===== config.mk =====
export PLATFORM = sky130hd
export DESIGN_NAME = frame_sequencer_flat
export DESIGN_NICKNAME = d
export VERILOG_FILES = /design/src/rtl/frame_sequencer_if.sv /design/src/rtl/frame_sequencer.sv /design/src/flat_wrapper.sv
export SDC_FILE = /design/constraint.sdc
export NUM_CORES = 1
export LEC_CHECK = 0
export ABC_AREA = 1
export BUFFER_PORTS_ARGS = -buffer_cell sky130_fd_sc_hd__buf_2
export CAP_MARGIN = 10
export CORE_MARGIN = 5
export CORE_UTILIZATION = 50
export CTS_CLUSTER_SIZE = 24
export DETAILED_ROUTE_END_ITERATION = 10
export PLACE_DENSITY_LB_ADDON = 0.15
export SLEW_MARGIN = 0
export SYNTH_ARGS = -nofsm -noshare
export SYNTH_HDL_FRONTEND = slang
export SYNTH_SLANG_ARGS = --single-unit

===== constraint.sdc =====
create_clock -name clk_50M -period 3.3 [get_ports clk_50M]
set_input_delay 0.33 -clock clk_50M [delete_from_list [all_inputs] [get_ports clk_50M]]
set_output_delay 0.33 -clock clk_50M [all_outputs]
set_load 0.01 [all_outputs]

===== src/rtl/frame_sequencer_if.sv =====
// Handshake bundle between the convolution pixel source, frame_sequencer and the TFT controller.
// master = sequencer side, slave = the surrounding pixel source / display pair.
`timescale 1ns/1ps
interface frame_sequencer_if;
  logic        pix_valid;
  logic [23:0] pix_data;
  logic        pix_ready;
  logic        disp_valid;
  logic [23:0] disp_data;
  logic        disp_done;

  modport master (
    input  pix_valid, pix_data, disp_done,
    output pix_ready, disp_valid, disp_data
  );

  modport slave (
    output pix_valid, pix_data, disp_done,
    input  pix_ready, disp_valid, disp_data
  );
endinterface


===== src/rtl/frame_sequencer.sv =====
// Hands convolution pixels one at a time to the TFT controller and tracks the frame position.
// Optional macro FRAME_SKIP_EN: odd frames are consumed and counted but never displayed.
`timescale 1ns/1ps
module frame_sequencer #(
  parameter int H_ACTIVE = 320,
  parameter int V_ACTIVE = 240
) (
  input  logic              clk_50M,
  input  logic              rst,
  input  logic              init_comp,
  input  logic              vs,
  input  logic              clr_err,
  frame_sequencer_if.master bus,
  output logic              frame_active,
  output logic [8:0]        pix_cnt,
  output logic [8:0]        line_cnt,
  output logic              frame_done,
  output logic              overrun
);

  localparam logic [8:0] H_LAST = 9'(H_ACTIVE - 1);
  localparam logic [8:0] V_LAST = 9'(V_ACTIVE - 1);

  typedef enum logic [2:0] {
    IDLE,
    WAIT_VS,
    WAIT_PIX,
    WAIT_DISP,
    FRAME_END
  } state_t;

  state_t state;
  state_t state_next;

  logic vs_prev;
  logic vs_edge;
  logic in_frame;
  logic last_pix;
  logic frame_start;
  logic accept;
  logic pix_finish;
  logic skip_frame;

  // A vs edge always beats a coincident pixel handshake or disp_done.
  assign vs_edge     = vs & ~vs_prev;
  assign in_frame    = (state == WAIT_PIX) || (state == WAIT_DISP);
  assign last_pix    = (pix_cnt == H_LAST) && (line_cnt == V_LAST);
  assign frame_start = init_comp & vs_edge & (in_frame | (state == WAIT_VS));
  assign accept      = init_comp & ~vs_edge & (state == WAIT_PIX) & bus.pix_valid;
  assign pix_finish  = (init_comp & ~vs_edge & (state == WAIT_DISP) & bus.disp_done)
                     | (accept & skip_frame);

`ifdef FRAME_SKIP_EN
  logic next_odd;
  logic odd_frame;

  // next_odd is the parity the upcoming frame will take, so the first frame is even.
  always_ff @(posedge clk_50M or negedge rst) begin
    if (!rst) begin
      next_odd  <= 1'b0;
      odd_frame <= 1'b0;
    end else if (frame_start) begin
      odd_frame <= next_odd;
      next_odd  <= ~next_odd;
    end
  end

  assign skip_frame = odd_frame;
`else
  assign skip_frame = 1'b0;
`endif

  always_ff @(posedge clk_50M or negedge rst) begin
    if (!rst) begin
      state <= IDLE;
    end else begin
      state <= state_next;
    end
  end

  always_comb begin
    state_next = state;
    if (!init_comp) begin
      state_next = IDLE;
    end else begin
      case (state)
        IDLE: begin
          state_next = WAIT_VS;
        end
        WAIT_VS: begin
          if (vs_edge) begin
            state_next = WAIT_PIX;
          end
        end
        WAIT_PIX: begin
          if (vs_edge) begin
            state_next = WAIT_PIX;
          end else if (accept) begin
            if (!skip_frame) begin
              state_next = WAIT_DISP;
            end else if (last_pix) begin
              state_next = FRAME_END;
            end else begin
              state_next = WAIT_PIX;
            end
          end
        end
        WAIT_DISP: begin
          if (vs_edge) begin
            state_next = WAIT_PIX;
          end else if (bus.disp_done) begin
            state_next = last_pix ? FRAME_END : WAIT_PIX;
          end
        end
        FRAME_END: begin
          state_next = WAIT_VS;
        end
        default: begin
          state_next = IDLE;
        end
      endcase
    end
  end

  // pix_ready is withheld on a vs edge or init drop so upstream never sees a dropped handshake.
  always_comb begin
    bus.pix_ready  = 1'b0;
    bus.disp_valid = 1'b0;
    frame_active   = 1'b0;
    frame_done     = 1'b0;
    case (state)
      WAIT_PIX: begin
        bus.pix_ready = init_comp & ~vs_edge;
        frame_active  = 1'b1;
      end
      WAIT_DISP: begin
        bus.disp_valid = 1'b1;
        frame_active   = 1'b1;
      end
      FRAME_END: begin
        frame_done = ~skip_frame;
      end
      default: begin
      end
    endcase
  end

  // The final pixel of a frame does not advance the counters, so FRAME_END shows its position.
  always_ff @(posedge clk_50M or negedge rst) begin
    if (!rst) begin
      vs_prev       <= 1'b0;
      overrun       <= 1'b0;
      pix_cnt       <= '0;
      line_cnt      <= '0;
      bus.disp_data <= '0;
    end else begin
      vs_prev <= vs;

      if (init_comp && vs_edge && in_frame) begin
        overrun <= 1'b1;
      end else if (clr_err) begin
        overrun <= 1'b0;
      end

      if (!init_comp || frame_start) begin
        pix_cnt  <= '0;
        line_cnt <= '0;
      end else if (pix_finish && !last_pix) begin
        if (pix_cnt == H_LAST) begin
          pix_cnt  <= '0;
          line_cnt <= line_cnt + 9'd1;
        end else begin
          pix_cnt <= pix_cnt + 9'd1;
        end
      end

      if (!init_comp) begin
        bus.disp_data <= '0;
      end else if (accept && !skip_frame) begin
        bus.disp_data <= bus.pix_data;
      end
    end
  end

endmodule


===== src/flat_wrapper.sv =====
// flat-port wrapper written by rule: the top's interface ports become plain ports
module frame_sequencer_flat 
#(
  parameter int H_ACTIVE = 320,
  parameter int V_ACTIVE = 240
)
  (clk_50M, rst, init_comp, vs, clr_err, frame_active, pix_cnt, line_cnt, frame_done, overrun, bus_pix_valid, bus_pix_data, bus_disp_done, bus_pix_ready, bus_disp_valid, bus_disp_data);
  frame_sequencer_if bus_i ();
  input  logic clk_50M;
  input  logic rst;
  input  logic init_comp;
  input  logic vs;
  input  logic clr_err;
  output logic frame_active;
  output logic [8:0] pix_cnt;
  output logic [8:0] line_cnt;
  output logic frame_done;
  output logic overrun;
  input wire logic [$bits(bus_i.pix_valid)-1:0] bus_pix_valid;
  input wire logic [$bits(bus_i.pix_data)-1:0] bus_pix_data;
  input wire logic [$bits(bus_i.disp_done)-1:0] bus_disp_done;
  output wire logic [$bits(bus_i.pix_ready)-1:0] bus_pix_ready;
  output wire logic [$bits(bus_i.disp_valid)-1:0] bus_disp_valid;
  output wire logic [$bits(bus_i.disp_data)-1:0] bus_disp_data;
  assign bus_i.pix_valid = bus_pix_valid;
  assign bus_i.pix_data = bus_pix_data;
  assign bus_i.disp_done = bus_disp_done;
  assign bus_pix_ready = bus_i.pix_ready;
  assign bus_disp_valid = bus_i.disp_valid;
  assign bus_disp_data = bus_i.disp_data;
  frame_sequencer #(.H_ACTIVE(H_ACTIVE), .V_ACTIVE(V_ACTIVE)) u_core (.clk_50M(clk_50M), .rst(rst), .init_comp(init_comp), .vs(vs), .clr_err(clr_err), .bus(bus_i), .frame_active(frame_active), .pix_cnt(pix_cnt), .line_cnt(line_cnt), .frame_done(frame_done), .overrun(overrun));
endmodule

---- Yosys cells after proc, flatten, opt, wreduce, memory -nomap -nowiden ----
Cells that the tools add are included.
cells by class
  $add $sub $neg .......................... 2
  div/mod/pow operators ................... 0
  $mul .................................... 0
  muxes and demuxes ....................... 22
  eq/ne operators ......................... 10
  reductions and logical operators ........ 16
  shift-type cells ........................ 0
  $lt $le $gt $ge ......................... 0
  bitwise gates (word level) .............. 11
operator list
  kind                                                                   number
  9-bit 2-to-1 mux                                                       6
  24-bit 2-to-1 mux                                                      2
  3-bit 2-to-1 mux                                                       7
  9-bit by 1-bit adder with 9-bit output, second input constant          2
  3-bit case mux with 4 select lines                                     1
  9-bit by 8-bit equality test with 1-bit output, second input constant  1
  9-bit equality test, second input constant                             1
  1-bit bitwise AND                                                      8
  3-bit by 2-bit equality test with 1-bit output, second input constant  2
  1-bit 2-to-1 mux                                                       6
  2-bit nonzero test                                                     3
  1-bit logical AND                                                      4
  4-bit by 2-bit != test with 1-bit output, second input constant        1
  4-bit by 3-bit != test with 1-bit output, second input constant        1
  2-bit OR reduction                                                     2
  3-bit by 1-bit equality test with 1-bit output, second input constant  1
  3-bit equality test, second input constant                             1
  3-bit logical NOT                                                      1
  3-bit by 2-bit != test with 1-bit output, second input constant        1
  3-bit AND reduction                                                    1
  1-bit logical NOT                                                      2
  1-bit logical OR                                                       2
  2-bit by 1-bit != test with 1-bit output, second input constant        1
  1-bit inverter                                                         2
  2 further kinds                                                        2
storage, ports and cells
  logic and storage cells ................. 67
  RAM bits ................................ 0
  memories kept ........................... 0
  register bits ........................... 47
  ROM bits ................................ 0
  latch bits .............................. 0
  input port bits ......................... 31

---- Logic depth before layout (Yosys ltp) ----
  depth in word-level cells ............... 10
  gate-level depth with buffers ........... 10
  depth with buffers taken out ............ 9

---- Worst setup path after synthesis ----
OpenSTA, ideal clock, no wires.
  kind .................................... reg2reg
  start ................................... register u_core.pix_cnt[0]
  end ..................................... register u_core.line_cnt[6]
  data required time ...................... 3.183 ns
  setup slack ............................. 1.829 ns
  arrival time ............................ 1.354 ns
  cell stages (with the launch flop) ...... 10
  path through ............................ dfrtp_1 -> ha_1 -> nand3_2 -> nor2_2 -> nand2_2 -> inv_2 -> nand3_2 -> buf_6 -> nand3_1 -> nand2_1
on the way
  word-level cells in the longest chain between the ends .. 6
ends and longest elaborated chain
  item                             RTL line                                       source
  start, declared                  frame_sequencer.sv:15                          output logic [8:0] pix_cnt,
  start signal, assigned           frame_sequencer.sv:173                         pix_cnt <= pix_cnt + 9'd1;
  9-bit equality test *            frame_sequencer.sv:47, frame_sequencer.sv:169
  1-bit logical AND                frame_sequencer.sv:47                          assign last_pix = (pix_cnt == H_LAST) && (line_cnt == V_LAST);
  1-bit logical NOT                frame_sequencer.sv:168                         end else if (pix_finish && !last_pix) begin
  1-bit logical AND                frame_sequencer.sv:168
  2-bit nonzero test (no line)     n/a
  2-bit AND reduction (no line) *  n/a
  end signal, assigned             frame_sequencer.sv:171                         line_cnt <= line_cnt + 9'd1;
  end, declared                    frame_sequencer.sv:16                          output logic [8:0] line_cnt,
Mark *: on every way between the ends. The rest lies on a longest branch, timed or not.
A chain may end at the register's enable or synchronous reset.

---- Final worst setup path ----
  start ................................... input port init_comp
  end ..................................... output port bus_pix_ready
on the way
  word-level cells in the longest chain between the ends .. 2
ends and longest elaborated chain
  item               RTL line                source
  start, declared    flat_wrapper.sv:11      input logic init_comp;
  1-bit bitwise AND  frame_sequencer.sv:133  bus.pix_ready = init_comp & ~vs_edge;
  1-bit 2-to-1 mux   frame_sequencer.sv:131  case (state)
  end, declared      flat_wrapper.sv:22      output wire logic [$bits(bus_i.pix_ready)-1:0] bus_pix_ready;
Every way passes these cells.

==> reports/summary.md <==
• **antenna violations before repair** 0
• **total number of nets in the final design** 452
• **count of hold buffers inserted by post-cts repair** 0
• **post-synthesis cell type count** 23
• **measured slew at the worst slew-check pin** 1.026 ns
• **last weighted congestion value of the routability-driven placer** 0.8108
• **Yosys warning count** 0
• **run status** completed
• **Avg Vias per Cell** 5.008
• **sum of negative setup slack** 0 ns
• **area fraction of the dominant cell type after synthesis** 0.4539
• **starting utilization of the core area** 0.5106
• **CP Data Arrival Time** 1.66 ns
• **internal power component** 0.8528 mW
• **Min-Delay Path Class** in2reg
• **total power draw** 1.267 mW
• **maximum clock skew at final layout** 0.01057 ns
• **crit end category** output pin
• **number of nets still failing antenna checks after routing** 0
• **Resized cells post-CTS** 0
• **combinational power share** 0.223
• **switching power total** 0.4141 mW
• **Clock Latency Late Sink** 0.30 ns
• **total of endpoints with negative setup slack in the final report** 0
• **IO buf count** 77
• **total number of vias** 2454
• **non-filler instance count after layout** 490
• **starting DRC count in detailed routing** 77
• **normalized max-slew margin** 0.3158
• **required time worst endpoint** 2.97 ns
• **fill cell count** 494
• **total of flip-flops plus latches after synthesis** 47
• **peak supply drop** 212.4 uV
• **synth top area cells** dfrtp_1, nand3_1, nand2_1
• **Std-Cell Core Area** 0.005075 mm^2
• **dpl ws** 1.297 ns
• **H-tree depth reported by CTS** 2
• **number of standard-cell rows in the floorplan** 26
• **final hold vios** 0
• **clock tree from TritonCTS** built
• **smallest hold slack** 0.1525 ns
• **fraction of layout cells with a size suffix above 1** 0.2619
• **residual DRC count** 0
• **switching portion of total power** 0.3269
• **wire length of the first global-routing pass** 9591 um
• **mean cell area of the mapped netlist** 7.468 um^2
• **die outline width** 81.99 um
• **number of diodes added for antenna fixing** 0
• **register share of total power** 0.505
• **1st-pass router iterations** 5
• **number of cells produced by synthesis** 347
• **Cells after DPL** 482
• **all-layer global routing usage** 0.1829
• **buffer type at the clock tree root** clkbuf_8
• **Leakage Power** 1.818 nW
• **CTS Buf Count** 5
• **most frequent cells in the layout** nand2_1, nand3_1, buf_2
• **most frequent standard cell in the layout excluding fill and tap cells** nand2_1
• **number of sinks driven by the clock tree** 47
• **height of the die** 81.99 um
• **number of max-slew violations in the final report** 0
• **via count of the first global-routing pass** 2111
• **upper clock frequency limit** 502.9 MHz
• **largest net degree at the start of global routing** 48
• **total wirelength of the detailed-routed design** 5995 um
• **unrepaired setup endpoints after global routing** no
• **Power Density** 413.1 mW/mm^2
• **final critical delay including setup and external delays** 1.989 ns
• **proportion of synthesized chip area in sequential cells** 0.4539
• **worst-case setup margin in the final layout** 1.311 ns
• **Clk network pwr share** 0.272
• **maximum buffer depth of the clock tree** 2
• **routed wire length per instance** 12.23 um
• **clock slew at the register clock pins of the worst setup and hold paths** 0.08 ns
• **total die area** 0.006722 mm^2
• **cell taking the most area after synthesis** dfrtp_1
• **max capacitance violation total** 0
• **Post-CTS Repair Setup Buffers** 0
• **total global routing overflow** 0
• **final HPWL from detailed placement** 4145 um
• **final worst path period share** 0.6026
• **critical path class** in2out
• **net count of the mapped netlist** 380
• **area added between synthesis and finish** 18.35%
• **I/O Pins** 78
• **post-synthesis cell area** 0.002591 mm^2
• **highest net fanout along the worst path** 28
• **startpoint class of the critical path** input port
stage by stage:
stage | util | area [um^2]
after floorplan | - | 2591
after global placement | 0.5875 | 2982
after detailed placement | 0.5875 | 2982
after CTS | 0.6043 | 3067
after global routing | 0.6043 | 3067
final | 0.6043 | 3067
synth_stat cells (all sizes together):
master	instances
nor3	5
nand3	86
nor2	28
clkinv	1
xor2	1
clkbuf	3
ha	2
dfrtp	47
nand4	4
nand2	114
inv	39
buf	10
o21ai	6
nand3b	1
registers in the layout, indices dropped and copies added, names as in the netlist:
name	cells
u_core.vs_prev	1
u_core.bus.disp_data	24
u_core.pix_cnt	9
u_core.line_cnt	9
u_core.overrun	1
u_core.state	3
routing by layer:
metal | global-route usage | share of wire
met5 | 0 | 0
met4 | 0.05980 | 0.012
met3 | 0.03728 | 0.075
met2 | 0.3134 | 0.46
met1 | 0.2295 | 0.45
cell families (layout without fill, tap and decap cells):
kind of cell	Yosys count	after routing	synth area share
AND/OR/NAND/NOR	238	238	0.4230
buffers and inverters	53	126	0.09415
flip-flops	47	47	0.4539
AO/OA/AOI/OAI	6	6	0.01593
adder cells (fa/ha/maj)	2	2	0.009656
XOR/XNOR	1	1	0.003381
final timing paths:
kind / from / end / slack, ns / cells past startpoint
worst max-delay path: init_comp / bus_pix_ready / 1.31 / 5
worst min-delay path: vs / u_core.vs_prev / 0.15 / 1
worst max register to register: u_core.pix_cnt[0] / u_core.line_cnt[5] / 1.52 / 9
worst min register to register: u_core.bus.disp_data[15] / u_core.bus.disp_data[15] / 0.50 / 2
max in group asynchronous: rst / u_core.bus.disp_data[19] / 2.46 / 1
min in group asynchronous: rst / u_core.bus.disp_data[3] / 0.20 / 1
area by class of cell:
| type | count | area [um^2] | share of cell area |
|---|---|---|---|
| clock inverter | 2 | 12.51 | 0.004080 |
| tap | 70 | 87.58 | 0.02856 |
| clock buffer | 6 | 72.57 | 0.02366 |
| sequential | 47 | 1176 | 0.3835 |
| multi-input combinational | 247 | 1171 | 0.3819 |
| timing repair buffer | 78 | 392.9 | 0.1281 |
| inverter | 40 | 153.9 | 0.05018 |
critical path: stages:
cell and delay, ns:
buf_2 0.43, nand2_2 0.19, nor2_4 0.27, buf_4 0.27, buf_2 0.16
power groups by stage:
stage               registers [mW]  clock network, mW  logic [mW]
global route                 0.644              0.382       0.315
finish                       0.640              0.345       0.282
detailed placement           0.651                  0       0.285
CTS                          0.639              0.361       0.285
floorplan                    0.663                  0       0.176
global placement             0.650                  0       0.281
(Power assumes the default switching activity.)
